[config.mk]
export PLATFORM = sky130hd
export DESIGN_NAME = hazard_scoreboard_unit_flat
export DESIGN_NICKNAME = d
export VERILOG_FILES = /design/src/rtl/hazard_scoreboard_unit_pkg.sv /design/src/rtl/hazard_scoreboard_unit_if.sv /design/src/rtl/hazard_scoreboard_unit_reg_scoreboard.sv /design/src/rtl/hazard_scoreboard_unit.sv /design/src/flat_wrapper.sv
export SDC_FILE = /design/constraint.sdc
export NUM_CORES = 1
export LEC_CHECK = 0
export CAP_MARGIN = 10
export CORE_ASPECT_RATIO = 0.7
export CORE_MARGIN = 8
export CORE_UTILIZATION = 40
export CTS_CLUSTER_SIZE = 14
export DETAILED_ROUTE_END_ITERATION = 10
export GPL_TIMING_DRIVEN = 0
export PLACE_DENSITY_LB_ADDON = 0.12
export SYNTH_ARGS = -nofsm -noshare
export SYNTH_HDL_FRONTEND = slang
export SYNTH_HIERARCHICAL = 1
export SYNTH_SLANG_ARGS = --single-unit
[constraint.sdc]
create_clock -name clk -period 10 [get_ports clk]
set_clock_uncertainty 0.15 [all_clocks]
set_input_delay 1 -clock clk [delete_from_list [all_inputs] [get_ports clk]]
set_output_delay 1 -clock clk [all_outputs]
set_load 0.01 [all_outputs]
[src/rtl/hazard_scoreboard_unit_pkg.sv]
// Shared types and limits for the pipeline hazard unit.
//   fwd_sel_e     : execute-stage operand forward select
//   MDU_DEPTH_MAX : largest supported number of MDU ops in flight
//   cnt_width     : bits needed to hold a count of 0..max_val
package PipelineHazardCtrl;

  localparam int unsigned MDU_DEPTH_MAX = 4;

  typedef enum logic [1:0] {
    FWD_NONE = 2'd0,
    FWD_DM   = 2'd1,
    FWD_WB   = 2'd2
  } fwd_sel_e;

  // Width of a counter spanning 0..max_val, never less than one bit.
  function automatic int unsigned cnt_width(input int unsigned max_val);
    int unsigned w;
    w = $clog2(max_val + 1);
    return (w < 1) ? 1 : w;
  endfunction

endpackage

[src/rtl/hazard_scoreboard_unit_if.sv]
// Datapath <-> hazard unit control bundle.
//   master : datapath side, drives stage register indices and MDU writeback
//   slave  : hazard unit side, returns stalls, flush, forward selects, status
interface hazard_scoreboard_unit_if #(
  parameter int unsigned NREG  = 32,
  parameter int unsigned CNT_W = 32
);
  import PipelineHazardCtrl::*;

  localparam int unsigned REG_W = $clog2(NREG);

  // decode stage
  logic [REG_W-1:0] rs_decode;
  logic [REG_W-1:0] rt_decode;
  logic             reg_we_decode;
  logic [REG_W-1:0] wreg_dst_decode;
  logic             is_branch_decode;
  logic             branch_taken_decode;
  logic             is_mdu_decode;
  // execute stage
  logic [REG_W-1:0] rs_exe;
  logic [REG_W-1:0] rt_exe;
  logic             reg_we_exe;
  logic             mem_read_exe;
  logic [REG_W-1:0] wreg_dst_exe;
  // memory stage
  logic             reg_we_dm;
  logic             mem_read_dm;
  logic [REG_W-1:0] wreg_dst_dm;
  // writeback stage
  logic             reg_we_wrbck;
  logic [REG_W-1:0] wreg_dst_wrbck;
  // MDU result port
  logic             mdu_wb_valid;
  logic [REG_W-1:0] mdu_wb_dst;
  // controls back to the pipeline
  logic             stall_fetch;
  logic             stall_decode;
  logic             clear_exe;
  logic             flush_decode;
  fwd_sel_e         forward_srca_sel_exe;
  fwd_sel_e         forward_srcb_sel_exe;
  logic [CNT_W-1:0] stall_count;
  logic             sb_error;

  modport master (
    output rs_decode, rt_decode, reg_we_decode, wreg_dst_decode,
           is_branch_decode, branch_taken_decode, is_mdu_decode,
           rs_exe, rt_exe, reg_we_exe, mem_read_exe, wreg_dst_exe,
           reg_we_dm, mem_read_dm, wreg_dst_dm,
           reg_we_wrbck, wreg_dst_wrbck,
           mdu_wb_valid, mdu_wb_dst,
    input  stall_fetch, stall_decode, clear_exe, flush_decode,
           forward_srca_sel_exe, forward_srcb_sel_exe,
           stall_count, sb_error
  );

  modport slave (
    input  rs_decode, rt_decode, reg_we_decode, wreg_dst_decode,
           is_branch_decode, branch_taken_decode, is_mdu_decode,
           rs_exe, rt_exe, reg_we_exe, mem_read_exe, wreg_dst_exe,
           reg_we_dm, mem_read_dm, wreg_dst_dm,
           reg_we_wrbck, wreg_dst_wrbck,
           mdu_wb_valid, mdu_wb_dst,
    output stall_fetch, stall_decode, clear_exe, flush_decode,
           forward_srca_sel_exe, forward_srcb_sel_exe,
           stall_count, sb_error
  );

endinterface

[src/rtl/hazard_scoreboard_unit_reg_scoreboard.sv]
// Register scoreboard for the variable-latency MDU.
// Tracks which registers await an MDU result, how many ops are in flight,
// and a sticky error for writebacks that match nothing.
//   clk, rst     : clock, synchronous active-high reset
//   issue_i      : MDU op leaves decode this cycle
//   issue_dst_i  : its destination register
//   wb_valid_i   : MDU writes the register file this cycle
//   wb_dst_i     : MDU writeback destination
//   rd_addr_i    : three lookup addresses (rs, rt, decode destination)
//   pend_o       : per lookup, register still waiting (writeback bypassed)
//   full_o       : MDU_DEPTH ops in flight
//   sb_error_o   : sticky spurious-writeback flag
module reg_scoreboard
  import PipelineHazardCtrl::*;
#(
  parameter int unsigned NREG      = 32,
  parameter int unsigned MDU_DEPTH = 1
) (
  input  logic                          clk,
  input  logic                          rst,
  input  logic                          issue_i,
  input  logic [$clog2(NREG)-1:0]       issue_dst_i,
  input  logic                          wb_valid_i,
  input  logic [$clog2(NREG)-1:0]       wb_dst_i,
  input  logic [2:0][$clog2(NREG)-1:0]  rd_addr_i,
  output logic [2:0]                    pend_o,
  output logic                          full_o,
  output logic                          sb_error_o
);

  localparam int unsigned REG_W = $clog2(NREG);
  localparam int unsigned DEPTH = (MDU_DEPTH > MDU_DEPTH_MAX) ? MDU_DEPTH_MAX :
                                  (MDU_DEPTH < 1) ? 1 : MDU_DEPTH;
  localparam int unsigned OUT_W = cnt_width(DEPTH);

  logic [NREG-1:0]  pending_q, pending_d;
  logic [OUT_W-1:0] outstanding_q, outstanding_d;
  logic             sb_error_q, sb_error_d;
  logic             wb_ok;

  // A writeback only counts when it matches an op actually in flight.
  assign wb_ok = wb_valid_i && (outstanding_q != '0) && pending_q[wb_dst_i];

  // Next-state: clear before set so a same-register issue wins.
  always_comb begin
    pending_d     = pending_q;
    outstanding_d = outstanding_q;
    sb_error_d    = sb_error_q | (wb_valid_i & ~wb_ok);
    if (wb_ok) begin
      pending_d[wb_dst_i] = 1'b0;
    end
    if (issue_i && (issue_dst_i != '0)) begin
      pending_d[issue_dst_i] = 1'b1;
    end
    unique case ({issue_i, wb_ok})
      2'b10: begin
        if (outstanding_q != OUT_W'(DEPTH)) begin
          outstanding_d = outstanding_q + OUT_W'(1);
        end
      end
      2'b01:   outstanding_d = outstanding_q - OUT_W'(1);
      default: outstanding_d = outstanding_q;
    endcase
  end

  always_ff @(posedge clk) begin
    if (rst) begin
      pending_q     <= '0;
      outstanding_q <= '0;
      sb_error_q    <= 1'b0;
    end else begin
      pending_q     <= pending_d;
      outstanding_q <= outstanding_d;
      sb_error_q    <= sb_error_d;
    end
  end

  // Lookups see a same-cycle writeback as already cleared (write-first RF).
  always_comb begin
    pend_o = '0;
    for (int k = 0; k < 3; k++) begin
      pend_o[k] = (rd_addr_i[k] != REG_W'(0)) && pending_q[rd_addr_i[k]] &&
                  !(wb_valid_i && (wb_dst_i == rd_addr_i[k]));
    end
  end

  assign full_o     = (outstanding_q == OUT_W'(DEPTH));
  assign sb_error_o = sb_error_q;

endmodule

[src/rtl/hazard_scoreboard_unit.sv]
// Hazard unit for the 5-stage pipeline: operand forwarding, load-use and
// branch stalls, MDU scoreboard RAW/WAW/structural stalls, taken-branch
// flush and a saturating stall-cycle counter.
//   clk, rst : clock, synchronous active-high reset
//   hz       : slave side of hazard_scoreboard_unit_if (all stage inputs
//              and control outputs)
module hazard_scoreboard_unit
  import PipelineHazardCtrl::*;
#(
  parameter int unsigned NREG      = 32,
  parameter int unsigned MDU_DEPTH = 1,
  parameter int unsigned CNT_W     = 32
) (
  input logic                     clk,
  input logic                     rst,
  hazard_scoreboard_unit_if.slave hz
);

  localparam int unsigned REG_W = $clog2(NREG);

  logic [2:0]       pend;
  logic             sb_full;
  logic             sb_error;
  logic             is_stall_raw;
  logic             is_stall;
  logic             issue;
  logic             load_use, br_exe, br_dm, raw_haz, waw_haz, struct_haz;
  logic [CNT_W-1:0] stall_count_q, stall_count_d;

  // Nonzero register equality: register 0 never creates a dependency.
  function automatic logic dep(input logic [REG_W-1:0] a,
                               input logic [REG_W-1:0] b);
    return (a != '0) && (a == b);
  endfunction

  function automatic fwd_sel_e fwd_pick(input logic [REG_W-1:0] src,
                                        input logic             we_dm,
                                        input logic [REG_W-1:0] dst_dm,
                                        input logic             we_wb,
                                        input logic [REG_W-1:0] dst_wb);
    if (we_dm && dep(src, dst_dm))      return FWD_DM;
    else if (we_wb && dep(src, dst_wb)) return FWD_WB;
    else                                return FWD_NONE;
  endfunction

  reg_scoreboard #(
    .NREG      (NREG),
    .MDU_DEPTH (MDU_DEPTH)
  ) u_sb (
    .clk         (clk),
    .rst         (rst),
    .issue_i     (issue),
    .issue_dst_i (hz.wreg_dst_decode),
    .wb_valid_i  (hz.mdu_wb_valid),
    .wb_dst_i    (hz.mdu_wb_dst),
    .rd_addr_i   ({hz.wreg_dst_decode, hz.rt_decode, hz.rs_decode}),
    .pend_o      (pend),
    .full_o      (sb_full),
    .sb_error_o  (sb_error)
  );

  // Stall causes.
  always_comb begin
    load_use   = hz.mem_read_exe && hz.reg_we_exe &&
                 (dep(hz.wreg_dst_exe, hz.rs_decode) || dep(hz.wreg_dst_exe, hz.rt_decode));
    br_exe     = hz.is_branch_decode && hz.reg_we_exe &&
                 (dep(hz.wreg_dst_exe, hz.rs_decode) || dep(hz.wreg_dst_exe, hz.rt_decode));
    br_dm      = hz.is_branch_decode && hz.mem_read_dm &&
                 (dep(hz.wreg_dst_dm, hz.rs_decode) || dep(hz.wreg_dst_dm, hz.rt_decode));
    raw_haz    = pend[0] || pend[1];
    waw_haz    = hz.reg_we_decode && pend[2];
    struct_haz = hz.is_mdu_decode && sb_full && !hz.mdu_wb_valid;
    is_stall_raw = load_use || br_exe || br_dm || raw_haz || waw_haz || struct_haz;
  end

  assign is_stall = is_stall_raw && !rst;
  assign issue    = hz.is_mdu_decode && !is_stall && !rst;

  assign hz.stall_fetch  = is_stall;
  assign hz.stall_decode = is_stall;
  assign hz.clear_exe    = is_stall;
  assign hz.flush_decode = hz.branch_taken_decode && !is_stall && !rst;

  assign hz.forward_srca_sel_exe = rst ? FWD_NONE :
      fwd_pick(hz.rs_exe, hz.reg_we_dm, hz.wreg_dst_dm, hz.reg_we_wrbck, hz.wreg_dst_wrbck);
  assign hz.forward_srcb_sel_exe = rst ? FWD_NONE :
      fwd_pick(hz.rt_exe, hz.reg_we_dm, hz.wreg_dst_dm, hz.reg_we_wrbck, hz.wreg_dst_wrbck);

  // Saturating stalled-cycle counter.
  always_comb begin
    stall_count_d = stall_count_q;
    if (is_stall && (stall_count_q != '1)) begin
      stall_count_d = stall_count_q + CNT_W'(1);
    end
  end

  always_ff @(posedge clk) begin
    if (rst) begin
      stall_count_q <= '0;
    end else begin
      stall_count_q <= stall_count_d;
    end
  end

  assign hz.stall_count = stall_count_q;
  assign hz.sb_error    = sb_error;

endmodule

[src/flat_wrapper.sv]
// flat-port wrapper written by rule: the top's interface ports become plain ports
module hazard_scoreboard_unit_flat import PipelineHazardCtrl::*;
#(
  parameter int unsigned NREG      = 32,
  parameter int unsigned MDU_DEPTH = 1,
  parameter int unsigned CNT_W     = 32
)
  (clk, rst, hz_rs_decode, hz_rt_decode, hz_reg_we_decode, hz_wreg_dst_decode, hz_is_branch_decode, hz_branch_taken_decode, hz_is_mdu_decode, hz_rs_exe, hz_rt_exe, hz_reg_we_exe, hz_mem_read_exe, hz_wreg_dst_exe, hz_reg_we_dm, hz_mem_read_dm, hz_wreg_dst_dm, hz_reg_we_wrbck, hz_wreg_dst_wrbck, hz_mdu_wb_valid, hz_mdu_wb_dst, hz_stall_fetch, hz_stall_decode, hz_clear_exe, hz_flush_decode, hz_forward_srca_sel_exe, hz_forward_srcb_sel_exe, hz_stall_count, hz_sb_error);
  hazard_scoreboard_unit_if #(.NREG(NREG), .CNT_W(CNT_W)) hz_i ();
  input logic clk;
  input logic rst;
  input wire logic [$bits(hz_i.rs_decode)-1:0] hz_rs_decode;
  input wire logic [$bits(hz_i.rt_decode)-1:0] hz_rt_decode;
  input wire logic [$bits(hz_i.reg_we_decode)-1:0] hz_reg_we_decode;
  input wire logic [$bits(hz_i.wreg_dst_decode)-1:0] hz_wreg_dst_decode;
  input wire logic [$bits(hz_i.is_branch_decode)-1:0] hz_is_branch_decode;
  input wire logic [$bits(hz_i.branch_taken_decode)-1:0] hz_branch_taken_decode;
  input wire logic [$bits(hz_i.is_mdu_decode)-1:0] hz_is_mdu_decode;
  input wire logic [$bits(hz_i.rs_exe)-1:0] hz_rs_exe;
  input wire logic [$bits(hz_i.rt_exe)-1:0] hz_rt_exe;
  input wire logic [$bits(hz_i.reg_we_exe)-1:0] hz_reg_we_exe;
  input wire logic [$bits(hz_i.mem_read_exe)-1:0] hz_mem_read_exe;
  input wire logic [$bits(hz_i.wreg_dst_exe)-1:0] hz_wreg_dst_exe;
  input wire logic [$bits(hz_i.reg_we_dm)-1:0] hz_reg_we_dm;
  input wire logic [$bits(hz_i.mem_read_dm)-1:0] hz_mem_read_dm;
  input wire logic [$bits(hz_i.wreg_dst_dm)-1:0] hz_wreg_dst_dm;
  input wire logic [$bits(hz_i.reg_we_wrbck)-1:0] hz_reg_we_wrbck;
  input wire logic [$bits(hz_i.wreg_dst_wrbck)-1:0] hz_wreg_dst_wrbck;
  input wire logic [$bits(hz_i.mdu_wb_valid)-1:0] hz_mdu_wb_valid;
  input wire logic [$bits(hz_i.mdu_wb_dst)-1:0] hz_mdu_wb_dst;
  output wire logic [$bits(hz_i.stall_fetch)-1:0] hz_stall_fetch;
  output wire logic [$bits(hz_i.stall_decode)-1:0] hz_stall_decode;
  output wire logic [$bits(hz_i.clear_exe)-1:0] hz_clear_exe;
  output wire logic [$bits(hz_i.flush_decode)-1:0] hz_flush_decode;
  output wire logic [$bits(hz_i.forward_srca_sel_exe)-1:0] hz_forward_srca_sel_exe;
  output wire logic [$bits(hz_i.forward_srcb_sel_exe)-1:0] hz_forward_srcb_sel_exe;
  output wire logic [$bits(hz_i.stall_count)-1:0] hz_stall_count;
  output wire logic [$bits(hz_i.sb_error)-1:0] hz_sb_error;
  assign hz_i.rs_decode = hz_rs_decode;
  assign hz_i.rt_decode = hz_rt_decode;
  assign hz_i.reg_we_decode = hz_reg_we_decode;
  assign hz_i.wreg_dst_decode = hz_wreg_dst_decode;
  assign hz_i.is_branch_decode = hz_is_branch_decode;
  assign hz_i.branch_taken_decode = hz_branch_taken_decode;
  assign hz_i.is_mdu_decode = hz_is_mdu_decode;
  assign hz_i.rs_exe = hz_rs_exe;
  assign hz_i.rt_exe = hz_rt_exe;
  assign hz_i.reg_we_exe = hz_reg_we_exe;
  assign hz_i.mem_read_exe = hz_mem_read_exe;
  assign hz_i.wreg_dst_exe = hz_wreg_dst_exe;
  assign hz_i.reg_we_dm = hz_reg_we_dm;
  assign hz_i.mem_read_dm = hz_mem_read_dm;
  assign hz_i.wreg_dst_dm = hz_wreg_dst_dm;
  assign hz_i.reg_we_wrbck = hz_reg_we_wrbck;
  assign hz_i.wreg_dst_wrbck = hz_wreg_dst_wrbck;
  assign hz_i.mdu_wb_valid = hz_mdu_wb_valid;
  assign hz_i.mdu_wb_dst = hz_mdu_wb_dst;
  assign hz_stall_fetch = hz_i.stall_fetch;
  assign hz_stall_decode = hz_i.stall_decode;
  assign hz_clear_exe = hz_i.clear_exe;
  assign hz_flush_decode = hz_i.flush_decode;
  assign hz_forward_srca_sel_exe = hz_i.forward_srca_sel_exe;
  assign hz_forward_srcb_sel_exe = hz_i.forward_srcb_sel_exe;
  assign hz_stall_count = hz_i.stall_count;
  assign hz_sb_error = hz_i.sb_error;
  hazard_scoreboard_unit #(.NREG(NREG), .MDU_DEPTH(MDU_DEPTH), .CNT_W(CNT_W)) u_core (.clk(clk), .rst(rst), .hz(hz_i));
endmodule
==> flow_metrics.py, run 1 <==
metrics = {
    "setup_path": {
        "reg2regPathDepth": 11,
        "cp-end-kind": "primary output",
        "crit_chain": "clkdlybuf4s50_1, clkbuf_1, mux4_2, mux4_2, o21ai_0, o21ai_0, a211oi_1, o221ai_1, nor2_2, buf_4, buf_2, nor2_1, buf_4, clkdlybuf4s50_1",
        "worstPathArrival_ns": 5.27,
        "crit_buf_inv": 6,
        "worstSetupPathType": "input pin to primary output",
        "critPathRequiredTime_ns": 8.85,
        "crit_cells": 14,
        "worstSetupStartpointType": "input pin",
        "cp_slowest_cell": "clkbuf_1",
        "crit_fanout": 10,
        "cp_top_family": "buffers and inverters",
        "cp_slowest_stage_delay_ns": 0.59,
    },
    "drt": {
        "wl_per_cell_um": 21.68,
        "wl_met1_um": 8386,
        "top_layer": "met5",
        "dr.pass1.iters": 5,
        "met3_length_um": 2603,
        "drt-initial-drc-count": 734,
        "drc": 0,
        "wl_met2_um": 7121,
        "via_per_inst": 6.370,
        "postRouteAntennaNets": 0,
        "wl_um": 18380,
        "vias": 5402,
    },
    "sta": {
        "hold_viol_final": 0,
        "setup_violations": 0,
        "tightestPinTransition_ns": 1.022,
        "rsz0062_at_grt": "false",
        "relSlewSlack_pct": 30.93,
        "maxSlewViolCount": 0,
        "fmax_mhz": 155.8,
        "post-route-min-period_ns": 6.419,
        "fin_crit_sh_pct": 64.19,
        "finalSetupTns_ns": 0,
    },
    "power_and_ir_drop": {
        "vdd_drop_max_mv": 0.09460,
        "power_frac_comb_pct": 16.3,
        "power_frac_clock_pct": 48.6,
        "power_density_nw_per_um2": 117.7,
        "p_int_uw": 571.1,
        "p_sw_share_pct": 25.61,
        "p_leak_nw": 2.096,
        "p_switching_uw": 196.6,
        "p_seq_share_pct": 35.1,
    },
    "clocking": {
        "cts.clk_slew.worst_paths_ns": 0.06,
        "cts_sinks": 66,
        "cts_setup_buffers": 0,
        "htree_num_levels": 3,
        "holdBufCountCts": 0,
        "cts_resized": 0,
        "clk_latency_ns": 0.33,
        "cts_tree": "done",
        "numCtsBuffers": 9,
        "root_buffer": "clkbuf_16",
        "cts_buffer_depth": 2,
    },
    "hold_path": {
        "whs_path_depth": 1,
        "hold_path_class": "flip-flop to flip-flop",
    },
    "logic_synthesis": {
        "seq_area_frac_synth_pct": 26.18,
        "synth_compound_area_share_pct": 15.72,
        "synth_top_area_share_pct": 26.18,
        "synthCells": 578,
        "synth_top_family_by_area": "simple AND/OR/NAND/NOR gates",
        "ys_warn_count": 6,
        "synth_area_leader_cell": "dfxtp_1",
        "ys.flop_type": "dfxtp_1",
        "yosys-mux-area-fraction_pct": 17.67,
        "synth_edf_count": 0,
        "synth_area_leaders": "dfxtp_1 (26%), mux4_2 (12%), xor2_1 (5.4%)",
        "ys_ff_latch": 66,
        "netlist_area_sq_um": 5047,
        "synth_xor_area_share_pct": 9.370,
        "synth_adder_area_share_pct": 0.4958,
        "synth_nets": 637,
        "synthArstFlopShare_pct": 0,
        "avgSynthCellArea_sq_um": 8.732,
        "synthSimpleGateAreaFrac_pct": 24.74,
        "synth_cell_types": 56,
    },
    "final_layout": {
        "layout.cells.non_filler": 848,
        "nets": 740,
        "fin_util_pct": 52.69,
        "n_fill_cell": 1159,
        "antenna_cells": 0,
        "area_growth_pct": 29.23,
        "layout-drive-gt1-share_pct": 12.54,
    },
    "floorplan": {
        "rows": 34,
        "initial_core_util_pct": 40.77,
        "die_h_um": 110.0,
        "die_w_um": 150.3,
        "pin_count": 98,
        "fp.coreArea_sq_um": 12380,
        "die_area_sq_um": 16530,
    },
    "grt": {
        "antenna_found_initial": 0,
        "grt_pass1_wl_um": 28170,
        "grt.total_usage_pct": 21.77,
        "grt_pass1_vias": 5065,
        "grt_max_degree": 13,
        "gr-total-overflow": 0,
    },
    "placed_design": {
        "placed_cells": 832,
        "port_buffers": 92,
        "gp_congestion": 0.9132,
        "place_hpwl_um": 13960,
    },
    "flow_run": {
        "maxCapViolations": 0,
    },
    "outcome": {
        "outcome": "completed",
    },
}
## placed cells by master, fill, tap and decap left out, types with 23 or more instances in the layout
cell type,count
a21oi_1,25
clkdlybuf4s50_1,92
dfxtp_1,66
mux4_2,26
nand2_1,34
nand3_1,25
nor2_1,29
o21ai_0,37
xnor2_1,23
xor2_1,31
## power groups by stage
stage	Clock, mW	Combinational, mW	Sequential, mW
2_1_floorplan	0	0.0674	0.274
3_3_place_gp	0	0.122	0.274
3_5_place_dp	0	0.124	0.275
4_1_cts	0.379	0.124	0.269
5_1_grt	0.391	0.135	0.269
6_report	0.373	0.125	0.269
## registers in the layout, indices dropped and copies added, names as in the netlist
register and flops:
u_core/hz.stall_count 32, u_core/u_sb/full_o 1, u_core/u_sb/pending_q 32, u_core/u_sb/sb_error_o 1
## cells by family after synthesis
group           Yosys count
compound gates          123
xor+xnor                 54
fa+ha+maj                 2
buf+inv                  59
flops                    66
mux                      55
simple gates            219
## per-stage QoR
step	hold WS, ns	setup slack [ns]	cell area, sq um	power (mW)
2_1_floorplan	0.3018	5.175	5047	0.3409
3_3_place_gp	0.3192	3.625	6171	0.3959
3_5_place_dp	0.3337	3.597	6171	0.3982
4_1_cts	0.3416	3.583	6523	0.7724
5_1_grt	0.3572	3.361	6523	0.7953
6_report	0.3455	3.581	6523	0.7677
## layer usage
layer / GRT usage [%] / up-vias
li1: - / 2440
met5: 2.353 / -
met3: 8.075 / 21
met1: 32.13 / 2586
met4: 5.686 / 3
met2: 28.40 / 352
## final cells by class
class / instances / area, sq um / area share [%]
Clock buffer: 10 / 239.0 / 3.664
Tap cell: 162 / 202.7 / 3.108
Buffer: 47 / 249.0 / 3.817
Sequential cell: 66 / 1321 / 20.26
Multi-Input combinational cell: 453 / 3432 / 52.62
Inverter: 12 / 45.04 / 0.6906
Timing Repair Buffer: 92 / 920.9 / 14.12
Clock inverter: 6 / 112.6 / 1.726
## Yosys cell counts (all sizes together) (10+ instances only)
cell type	number
nor3	16
nor2b	14
buf	29
o21ai	38
nor2	30
a21oi	26
nand3	26
dfxtp	66
nand2	34
xor2	31
inv	12
mux2i	19
or4	18
mux4	26
nor4	19
mux2	10
nand4	17
or3	15
clkbuf	18
o311ai	19
o31ai	12
xnor2	23
## worst paths after layout
kind,slack (ns),start,end
min,0.35,u_core/u_sb/pending_q[0],u_core/u_sb/pending_q[0]
min reg2reg,0.35,u_core/u_sb/pending_q[0],u_core/u_sb/pending_q[0]
max reg2reg,5.86,u_core/u_sb/pending_q[4],u_core/u_sb/pending_q[6]
max,3.58,hz_rs_decode[0],hz_stall_fetch
No activity file was read; power rests on OpenSTA's default activity.
==> run 2, diff against run 1 <==
- clock period: 10 -> 5.35 ns (I/O delays scaled with it)
==> flow_metrics.py, run 2 (synthesis results as in run 1) <==
metrics = {
    "outcome": {
        "outcome": "completed",
    },
    "final_layout": {
        "final_common_cell": "clkdlybuf4s50_1",
        "layout-drive-gt1-share_pct": 13.27,
        "area_growth_pct": 29.60,
        "layout_common_cells": "clkdlybuf4s50_1 (92), dfxtp_1 (66), o21ai_0 (37)",
        "nets": 740,
        "antenna_cells": 0,
    },
    "sta": {
        "post-route-min-period_ns": 4.976,
        "fin_ws_ns": 0.3742,
        "fmax_mhz": 201.0,
        "relSlewSlack_pct": 29.16,
        "setup_violations": 0,
        "tightestPinTransition_ns": 1.048,
        "hold_viol_final": 0,
        "rsz0062_at_grt": "false",
        "fin_crit_sh_pct": 93.01,
        "maxSlewViolCount": 0,
        "holdWs_ns": 0.3449,
    },
    "hold_path": {
        "hold_path_class": "flip-flop to flip-flop",
        "hold_start": "u_core/u_sb/pending_q[0]",
        "whs_path_depth": 1,
        "holdPathEnd": "u_core/u_sb/pending_q[0]",
    },
    "floorplan": {
        "fp.coreArea_sq_um": 12380,
        "initial_core_util_pct": 40.77,
        "rows": 34,
        "die_h_um": 110.0,
        "pin_count": 98,
        "die_w_um": 150.3,
        "die_area_sq_um": 16530,
    },
    "setup_path": {
        "worstReg2RegStart": "u_core/u_sb/pending_q[6]",
        "worstPathArrival_ns": 4.29,
        "worstSetupPathType": "input pin to primary output",
        "crit_chain": "clkdlybuf4s50_1, buf_2, mux4_2, mux4_2, o21ai_0, o21ai_0, a211oi_1, o221ai_2, nor2_2, buf_4, nor2_1, buf_4, clkdlybuf4s50_1",
        "cp-end-kind": "primary output",
        "r2r_slack_ns": 1.17,
        "cp_slowest_stage_delay_ns": 0.57,
        "crit_fanout": 19,
        "worstSetupStartpointType": "input pin",
        "regToRegEndpoint": "u_core/u_sb/pending_q[6]",
        "critPathRequiredTime_ns": 4.66,
        "reg2regPathDepth": 11,
        "cp_slowest_cell": "clkdlybuf4s50_1",
    },
    "drt": {
        "drt-initial-drc-count": 671,
        "drc": 0,
        "dr.pass1.iters": 7,
        "wl_per_cell_um": 21.59,
        "wl_um": 18310,
        "via_per_inst": 6.290,
        "postRouteAntennaNets": 0,
        "vias": 5334,
    },
    "placed_design": {
        "gp_congestion": 0.9132,
        "port_buffers": 92,
        "place_hpwl_um": 13960,
        "dp_slack_ns": -0.1226,
    },
    "clocking": {
        "htree_num_levels": 3,
        "cts_tree": "done",
        "cts_sinks": 66,
        "cts_buffer_depth": 2,
        "root_buffer": "clkbuf_16",
        "holdBufCountCts": 0,
        "clk_latency_ns": 0.33,
        "cts.clk_slew.worst_paths_ns": 0.06,
        "numCtsBuffers": 9,
    },
    "grt": {
        "grt_pass1_wl_um": 28190,
        "gr-total-overflow": 0,
        "grt_pass1_vias": 5065,
        "grt_max_degree": 13,
        "antenna_found_initial": 0,
        "grt.total_usage_pct": 21.79,
    },
    "flow_run": {
        "maxCapViolations": 0,
    },
    "power_and_ir_drop": {
        "p_leak_nw": 2.112,
        "power_density_nw_per_um2": 220.1,
        "vdd_drop_max_mv": 0.1779,
    },
}
==> run 2: cell count changes in the layout (fill, tap and decap cells not counted) <==
cell / before / now
buf_1: 3 / 2
buf_2: 16 / 14
buf_4: 6 / 9
clkbuf_1: 18 / 15
clkbuf_2: 0 / 3
o221ai_1: 2 / 1
o221ai_2: 0 / 1
==> run 2: power by group <==
part | switching, mW | total, mW | internal [mW]
Combinational | 0.132 | 0.236 | 0.104
Sequential | 0.00713 | 0.503 | 0.496
Clock | 0.231 | 0.701 | 0.470
==> run 2: worst max-delay path: cells and delay by family <==
family | cells | cell delay [ns]
AOI/OAI and AO/OA | 4 | 0.64
buffers and inverters | 5 | 1.80
and+or+nand+nor | 2 | 0.30
muxes | 2 | 1.01
==> run 2: routing by layer <==
metal  up-vias  GRT usage, %  share of wire, %
met4         3         5.686               1.2
met3        21         8.075                13
met2       314         28.40                39
met1      2555         32.18                47
met5         -         2.353              0.28
li1       2441             -                 -
==> run 2: worst max-delay path by stage <==
stage | start | endpoint | slack [ns] | depth (start not counted)
finish | hz_rs_decode[0] | hz_stall_fetch | 0.37 | 13
global route | hz_wreg_dst_decode[0] | hz_stall_decode | 0.14 | 15
CTS | hz_wreg_dst_decode[0] | hz_stall_fetch | 0.05 | 14
global placement | hz_rs_decode[0] | hz_stall_fetch | -0.09 | 14
detailed placement | hz_rs_decode[0] | hz_stall_fetch | -0.12 | 14
floorplan | hz_rs_decode[0] | u_core/u_sb/full_o | 1.38 | 14
==> run 2: through the flow <==
| step | utilization, % | area, sq um | cells | TNS (ns) | power (mW) |
|---|---|---|---|---|---|
| 6_report | 52.84 | 6541 | 848 | 0 | 1.440 |
| 4_1_cts | 52.71 | 6525 | 848 | 0 | 1.444 |
| 3_3_place_gp | 49.85 | 6171 | 832 | -0.5927 | 0.7400 |
| 5_1_grt | 52.84 | 6541 | 848 | 0 | 1.489 |
| 3_5_place_dp | 49.85 | 6171 | 832 | -0.3614 | 0.7443 |
| 2_1_floorplan | - | 5047 | 578 | 0 | 0.6373 |
==> run 2: final cells by class <==
| cell class | count | area, sq um |
|---|---|---|
| buffer | 46 | 254.0 |
| clock buffer | 10 | 239.0 |
| clock inverter | 6 | 112.6 |
| fill | 1156 | 5838 |
| inverter | 12 | 45.04 |
| multi-input combinational | 453 | 3438 |
| sequential | 66 | 1321 |
| tap | 162 | 202.7 |
| timing repair buffer | 93 | 928.4 |
==> run 2: what timing repair did <==
action,in CTS,in global routing
pin swaps,0,1
resized for setup,2,9
setup buffers,0,1
setup endpoints to repair,3,3
